File: config.mk
export PLATFORM = sky130hd
export DESIGN_NAME = output_line_packer
export DESIGN_NICKNAME = d
export VERILOG_FILES = /design/src/rtl/output_line_packer_pkg.sv /design/src/rtl/output_line_packer_word_register.sv /design/src/rtl/output_line_packer.sv
export SDC_FILE = /design/constraint.sdc
export NUM_CORES = 1
export LEC_CHECK = 0
export BUFFER_PORTS_ARGS = -buffer_cell sky130_fd_sc_hd__buf_2
export CORE_MARGIN = 2
export CORE_UTILIZATION = 55
export DETAILED_ROUTE_END_ITERATION = 8
export PLACE_DENSITY = 0.78
export REMOVE_ABC_BUFFERS = 1
export SKIP_CTS_REPAIR_TIMING = 1
export SYNTH_ARGS = -nofsm -noshare
export SYNTH_HDL_FRONTEND = slang
export SYNTH_SLANG_ARGS = --single-unit
export TNS_END_PERCENT = 30
File: constraint.sdc
create_clock -name clk -period 8 [get_ports clk]
set_input_delay 0.4 -clock clk [delete_from_list [all_inputs] [get_ports clk]]
set_output_delay 0.4 -clock clk [all_outputs]
set_load 0.03 [all_outputs]
File: src/rtl/output_line_packer_pkg.sv
// output_line_packer_pkg: shared widths, lane derivation, FSM states and the packed output word layout.
package output_line_packer_pkg;

   localparam int ACTIVATION_BIT_WIDTH           = 8;
   localparam int ACTIVATION_BANK_BIT_WIDTH      = 64;
   localparam int OUTPUT_WRITER_ADDRESS_BIT_WIDTH = 14;
   localparam int WORD_COUNT_BIT_WIDTH           = 16;

   function automatic int lanes(input int act_w, input int bank_w);
      return bank_w / act_w;
   endfunction

   localparam int LANES = lanes(ACTIVATION_BIT_WIDTH, ACTIVATION_BANK_BIT_WIDTH);

   typedef enum logic {IDLE, PACK} state_t;

   typedef struct packed {
      logic [ACTIVATION_BANK_BIT_WIDTH-1:0]      array;
      logic [OUTPUT_WRITER_ADDRESS_BIT_WIDTH-1:0] address;
      logic                                      last;
   } output_word_t;

endpackage

File: src/rtl/output_line_packer_word_register.sv
// output_word_register: single-entry valid/ready holding register; can drain and refill in the same cycle.
module output_word_register #(
   parameter type word_t = output_line_packer_pkg::output_word_t
) (
   input  logic  clk,
   input  logic  reset,
   input  word_t in_word,
   input  logic  in_valid,
   output logic  in_ready,
   output word_t out_word,
   output logic  out_valid,
   input  logic  out_ready
);

   assign in_ready = !out_valid || out_ready;

   always_ff @(posedge clk or posedge reset) begin
      if (reset) begin
         out_word  <= '0;
         out_valid <= 1'b0;
      end else if (in_valid && in_ready) begin
         out_word  <= in_word;
         out_valid <= 1'b1;
      end else if (out_ready) begin
         out_valid <= 1'b0;
      end
   end

endmodule

File: src/rtl/output_line_packer.sv
// output_line_packer: packs quantized activations into bank-wide words and writes them to sequential addresses.
module output_line_packer #(
   parameter int ACTIVATION_BIT_WIDTH            = output_line_packer_pkg::ACTIVATION_BIT_WIDTH,
   parameter int ACTIVATION_BANK_BIT_WIDTH       = output_line_packer_pkg::ACTIVATION_BANK_BIT_WIDTH,
   parameter int OUTPUT_WRITER_ADDRESS_BIT_WIDTH = output_line_packer_pkg::OUTPUT_WRITER_ADDRESS_BIT_WIDTH,
   parameter int WORD_COUNT_BIT_WIDTH            = output_line_packer_pkg::WORD_COUNT_BIT_WIDTH
) (
   input  logic                                       clk,
   input  logic                                       reset,
   input  logic                                       i_start,
   input  logic [OUTPUT_WRITER_ADDRESS_BIT_WIDTH-1:0] i_base_address,
   input  logic [ACTIVATION_BIT_WIDTH-1:0]            i_activation,
   input  logic                                       i_last_in_line,
   input  logic                                       i_valid,
   output logic                                       o_ready,
   output logic [ACTIVATION_BANK_BIT_WIDTH-1:0]       o_output_array,
   output logic [OUTPUT_WRITER_ADDRESS_BIT_WIDTH-1:0] o_output_address,
   output logic                                       o_output_valid,
   input  logic                                       i_output_ready,
   output logic                                       o_output_line_stored,
   output logic [WORD_COUNT_BIT_WIDTH-1:0]            o_words_written
);
   import output_line_packer_pkg::*;

   localparam int LANES_P = lanes(ACTIVATION_BIT_WIDTH, ACTIVATION_BANK_BIT_WIDTH);
   localparam int LANE_W  = $clog2(LANES_P);

   typedef struct packed {
      logic [ACTIVATION_BANK_BIT_WIDTH-1:0]       array;
      logic [OUTPUT_WRITER_ADDRESS_BIT_WIDTH-1:0] address;
      logic                                       last;
   } word_t;

   state_t                                     state;
   logic [LANE_W-1:0]                          lane_cnt;
   logic [ACTIVATION_BANK_BIT_WIDTH-1:0]       acc;
   logic [ACTIVATION_BANK_BIT_WIDTH-1:0]       merged;
   logic [OUTPUT_WRITER_ADDRESS_BIT_WIDTH-1:0] addr_cnt;
   logic                                       reg_ready;
   logic                                       accept;
   logic                                       complete;
   logic                                       drained;
   word_t                                      in_word;
   word_t                                      out_word;

   // Lanes at and above lane_cnt are always zero, so OR-ing in the new lane is enough.
   assign merged   = acc | (ACTIVATION_BANK_BIT_WIDTH'(i_activation) << (ACTIVATION_BIT_WIDTH * lane_cnt));
   assign o_ready  = (state == PACK) && !i_start && reg_ready;
   assign accept   = i_valid && o_ready;
   assign complete = accept && (i_last_in_line || lane_cnt == LANE_W'(LANES_P - 1));
   assign in_word  = '{array: merged, address: addr_cnt, last: i_last_in_line};
   assign drained  = o_output_valid && i_output_ready;

   output_word_register #(.word_t(word_t)) u_word_register (
      .clk       (clk),
      .reset     (reset),
      .in_word   (in_word),
      .in_valid  (complete),
      .in_ready  (reg_ready),
      .out_word  (out_word),
      .out_valid (o_output_valid),
      .out_ready (i_output_ready)
   );

   assign o_output_array   = out_word.array;
   assign o_output_address = out_word.address;

   always_ff @(posedge clk or posedge reset) begin
      if (reset) begin
         state                <= IDLE;
         lane_cnt             <= '0;
         acc                  <= '0;
         addr_cnt             <= '0;
         o_output_line_stored <= 1'b0;
         o_words_written      <= '0;
      end else begin
         o_output_line_stored <= drained && out_word.last;
         if (i_start) begin
            state           <= PACK;
            lane_cnt        <= '0;
            acc             <= '0;
            addr_cnt        <= i_base_address;
            o_words_written <= '0;
         end else begin
            if (drained && o_words_written != '1)
               o_words_written <= o_words_written + 1'b1;
            if (complete) begin
               lane_cnt <= '0;
               acc      <= '0;
               addr_cnt <= addr_cnt + 1'b1;
            end else if (accept) begin
               lane_cnt <= lane_cnt + 1'b1;
               acc      <= merged;
            end
         end
      end
   end

endmodule
### Yosys cells after proc, flatten, opt, wreduce, memory -nomap -nowiden

Index checks and enable logic that the tools add are counted.

| word-level totals | value |
|---|---|
| flip-flop bits (word level) | 179 |
| input bits | 28 |
| output and inout bits | 97 |
| logic and storage cells | 45 |

| cells by class | value |
|---|---|
| $add $sub $neg | 3 |
| eq/ne operators | 2 |
| shift operators | 1 |
| mux-type cells | 12 |
| bitwise logic cells | 1 |
| reductions and logical operators | 16 |

Operators with widths:

| cell | number |
|---|---|
| $mux 64 | 3 |
| $or 64x64->64 | 1 |
| $shl 8x6->64 | 1 |
| $mux 16 | 2 |
| $mux 14 | 2 |
| $add 16x1->16 const B | 1 |
| $ne 16x16->1 const B | 1 |
| $add 14x1->14 const B | 1 |
| $mux 3 | 3 |
| $logic_and 1x1->1 | 8 |
| $reduce_bool 2->1 | 3 |
| $add 3x1->3 const B | 1 |
| $eq 3x3->1 const B | 1 |
| $reduce_bool 3->1 | 1 |
| $logic_not 1->1 | 2 |
| $logic_or 1x1->1 | 2 |
| $mux 1 | 2 |

### Depth between registers and ports, before layout

| depth | value |
|---|---|
| word-level depth | 7 |
| gate-level depth with buffers | 10 |
| mapped depth without buffers | 6 |

### By module

Synthesis repeated with hierarchy kept, for this count alone.

| unflattened totals | value |
|---|---|
| cell total of the unflattened synthesis | 671 |
| area, all modules | 7886.3 um^2 |

By module, submodules not included:

| module | instances | cells an instance | area each (um^2) | seq. area each (um^2) |
|---|---|---|---|---|
| output_line_packer | 1 | 500 | 4874.7 | 2477.4 |
| output_word_register | 1 | 171 | 3011.6 | 2001.9 |

### Worst setup path after synthesis

No wires, ideal clock.

| timing path | value |
|---|---|
| kind | register to register |
| start | reg lane_cnt[0] |
| end | reg, netlist name u_word_register.out_word[10] |
| arrival time | 1940 ps |
| required time | 7873 ps |
| path slack | 5934 ps |
| stages on the path, launching flop included | 10 |
| clock period less this slack | 2066 ps |
| cell sequence | dfrtp_1 -> ha_1 -> ha_1 -> or2_2 -> nand4_1 -> buf_2 -> buf_2 -> buf_2 -> buf_2 -> o21ai_0 |

| between the ends | value |
|---|---|
| longest elaborated chain between the ends | 4 |

RTL lines:

| what | line | source |
|---|---|---|
| from (decl) | output_line_packer.sv:35 | `logic [LANE_W-1:0] lane_cnt;` |
| from (signal assigned) | output_line_packer.sv:92 | `lane_cnt <= lane_cnt + 1'b1;` |
| $eq 3x3->1 | output_line_packer.sv:50 | `assign complete = accept && (i_last_in_line \|\| lane_cnt == LANE_W'(LANES_P - 1));` |
| $logic_or 1x1->1 | output_line_packer.sv:50 |  |
| $logic_and 1x1->1 | output_line_packer.sv:50 |  |
| $logic_and 1x1->1 | output_line_packer_word_register.sv:21 | `end else if (in_valid && in_ready) begin` |

No other way between the ends.
A chain may end at the register's enable or synchronous reset.

### Final worst setup path

| timing path | value |
|---|---|
| start | reg lane_cnt[0] |
| end | reg addr_cnt[7] |

| between the ends | value |
|---|---|
| longest elaborated chain between the ends | 4 |

RTL lines:

| what | line | source |
|---|---|---|
| $eq 3x3->1 | output_line_packer.sv:50 |  |
| $logic_or 1x1->1 | output_line_packer.sv:50 |  |
| $logic_and 1x1->1 | output_line_packer.sv:50 |  |
| $reduce_bool 2->1 (no source line) | n/a |  |
| to (signal assigned) | output_line_packer.sv:82 | `addr_cnt <= i_base_address;` |
| to (signal assigned) | output_line_packer.sv:90 | `addr_cnt <= addr_cnt + 1'b1;` |
| to (decl) | output_line_packer.sv:38 | `logic [OUTPUT_WRITER_ADDRESS_BIT_WIDTH-1:0] addr_cnt;` |

No other way between the ends.

==> flow_summary_export.csv <==
group,metric,value,unit
run_status,status,"finished, final reports clean",
synthesis,ys_warn_count,0,
pwr,power.switching,541.8,uW
sta,finalSetupViolCount,0,
detailed_routing,dr.pass1.iters,6,
critical_path,path_cells,"ha_1 > ha_1 > or2_2 > nand4_1 > buf_4 > o21ai_0 > a221o_1",
cts,ctsHtreeMaxLevel,4,
sta,finalSetupTns,0,ns
sta,rsz0062_at_grt,"no",
critical_path,cp_top_family,"buffers and inverters",
sta,finalClockSkew,0.01021,ns
pwr,power.leakage,0.004260,uW
detailed_routing,drc_errors,0,
floorplan,die-area,15930,um^2
pwr,internal_power,1424,uW
detailed_routing,vias,5996,
cells_and_area,nets,863,
detailed_routing,vias_per_cell,5.833,
critical_path,startpoint_type,"flop",
synthesis,async_reset_ff_share,100.0,%
cells_and_area,utilization,60.58,%
cells_and_area,multi_input_area,2846,um^2
critical_path,r2r_start,"lane_cnt[0]",
cts,path_clk_slew,0.07,ns
critical_path,worst_path_most_repeated_cell,"ha_1",
critical_path,critPathMaxFanout,95,
cts,root_buffer,"clkbuf_16",
sta,max_freq,0.3652,GHz
sta,maxSlewHeadroom,28.62,%
critical_path,endpoint_kind,"flop",
floorplan,die_height,126.2,um
detailed_routing,routed_wl,17200,um
placement,gp_congestion,0.8217,
pwr,power.density,222.4,nW/um^2
critical_path,cp_slowest_cell,"buf_4",
pwr,ir_drop,0.0001348,V
placement,post-dp-hpwl,10950,um
critical_path,crit_arrival,3.06,ns
synthesis,synth_cells,824,
detailed_routing,antenna_left,0,
cts,clockBufferDepth,2,
synthesis,synth_edf_count,0,
critical_path,worstSetupPathType,"reg -> reg",
critical_path,required,8.32,ns
sta,hold_viol_final,0,
synthesis,yosysMostFrequentCell,"dfrtp_1",
cts,cts-buffers-inserted,17,
pwr,swShare,27.56,%
synthesis,synth_area,8214,um^2
cells_and_area,fillCellCount,1233,
synthesis,synthTopCellsByCount,"dfrtp_1, nand2_1, buf_4, o21ai_0, a21oi_1",
pwr,p_seq_share,49.0,%
cts,clock_sinks,179,
floorplan,ios,125,
floorplan,die_w,126.2,um
detailed_routing,initialDrtViolationCount,597,
pwr,power_frac_clock,41.3,%
sta,fin_crit,2.739,ns
cts,cts_tree,"yes",
grt,grt_first_pass_wirelength,28080,um
pwr,p_comb_share,9.7,%
grt,grt_pass1_vias,5449,
synthesis,synth_top_cell_by_area,"dfrtp_1",
critical_path,worstSetupStartpoint,"lane_cnt[0]",
run,timing.max_cap.violations,0,
synthesis,yosys_most_used_dff,"dfrtp_1",
synthesis,ys_types,50,
worst_hold_path,hold_class,"in -> async",
grt,track_usage,21.95,%
critical_path,critPathBufInv,1,
cells_and_area,area.growth.synth_to_final,7.601,%
synthesis,ys_seq_area_share,54.53,%
sta,drv_slew,0,
cts,clock_latency,0.44,ns
sta,period_share,34.23,%
synthesis,synth_top_area_share,54.53,%
floorplan,coreArea,14590,um^2
grt,grt.overflow.total,0,
synthesis,ys_top_cells_by_area,"dfrtp_1, buf_4, a22o_1, nand2_1, o21ai_0",
cells_and_area,diodes,0,
floorplan,num_rows,44,
sta,worst_pin_slew,1.071,ns
detailed_routing,post_drt_wl_per_cell,16.73,um
floorplan,start_util,56.30,%
grt,grt_max_degree,96,
critical_path,slowest_delay,0.63,ns
cells_and_area,final_layout_size_suffix_gt1_share,21.21,%
grt,antenna_found_initial,0,
synthesis,ys_seq_elements,179,
synthesis,syn_area_per_cell,9.969,um^2
placement,portBuffers,124,
critical_path,reg2reg_slack,5.26,ns
cells_and_area,regArea,4479,um^2
-- registers in the layout, summed over array words and instances, names as in the netlist --
register / count
u_word_register.out_word: 79
acc: 64
o_words_written: 16
addr_cnt: 14
lane_cnt: 3
o_output_line_stored: 1
state: 1
u_word_register.out_valid: 1
-- metrics by stage --
stage	area (um^2)	std cells	hold WS, ns	total power, uW	setup WS, ns
2_1_floorplan	7343	682	0.4591	1095	2.448
3_3_place_gp	8268	996	0.4551	1169	5.312
3_5_place_dp	8268	996	0.4616	1172	5.220
4_1_cts	8838	1028	0.1578	1983	5.223
5_1_grt	8838	1028	0.1762	2041	4.984
6_report	8838	1028	0.1258	1966	5.262
-- cells in the final DEF, fill, tap and decap left out, types with 3 or more instances in the layout --
master	Yosys	routed
o311ai_0	6	6
a22o_1	55	55
a31oi_1	12	12
buf_2	20	124
a221o_1	3	3
nor4_1	5	5
inv_1	11	10
inv_6	0	5
o41ai_1	3	3
dfrtp_1	179	179
and3_1	3	3
o21ai_0	78	78
nand4_1	8	8
nor2b_1	3	3
nand2_1	123	123
nand3_1	17	17
o31ai_1	7	6
or4_1	9	9
inv_8	0	3
nor2_1	23	23
a21oi_1	77	77
nor3_1	6	6
mux2_2	3	3
clkbuf_16	0	17
and2_1	6	6
ha_1	4	4
or3_1	9	9
buf_4	78	6
-- area by class of cell --
class                      instances  share of cell area (%)
multi-input combinational        492                   32.21
clock inverter                    14                   1.600
sequential                       179                   50.68
inverter                          11                  0.5238
timing repair buffer             130                   7.531
tap                              184                   2.605
clock buffer                      18                   4.856
-- final timing paths --
kind                                                end  cells past startpoint
min in group clk                           addr_cnt[12]                      3
setup / recovery                            addr_cnt[7]                      7
setup reg to reg                            addr_cnt[7]                      7
hold / removal             u_word_register.out_word[29]                      2
hold reg to reg            u_word_register.out_word[29]                      2
max in group asynchronous  u_word_register.out_word[21]                      3
-- power by group through the flow --
stage / Combinational [uW] / Sequential, uW / Clock (uW)
after floorplan: 68.4 / 1030 / 0
after global placement: 190 / 978 / 0
after detailed placement: 194 / 978 / 0
after CTS: 194 / 962 / 827
after global routing: 210 / 966 / 865
final: 191 / 962 / 812
-- worst reg2reg max path: stages (launching register included) --
cell     delay, ns
dfrtp_1       0.49
ha_1          0.26
ha_1          0.22
or2_2         0.35
nand4_1       0.13
buf_4         0.63
o21ai_0       0.22
a221o_1       0.33
-- layer usage --
| layer | share of wire, % | routed length, um | track usage, % |
|---|---|---|---|
| met5 | 0 | 0 | 0 |
| met4 | 0.85 | 146 | 5.495 |
| met3 | 7.2 | 1239 | 5.565 |
| met2 | 45 | 7808 | 32.83 |
| met1 | 47 | 8008 | 32.41 |
-- cells by family after synthesis --
kind of cell	count (synthesis)	synth area share, %
compound gates	249	19.03
simple gates	233	13.98
flops	179	54.53
buf+inv	153	11.10
mux	4	0.5331
fa+ha+maj	4	0.6093
xor+xnor	2	0.2133
Note: power is estimated with default switching activity, not from simulation.
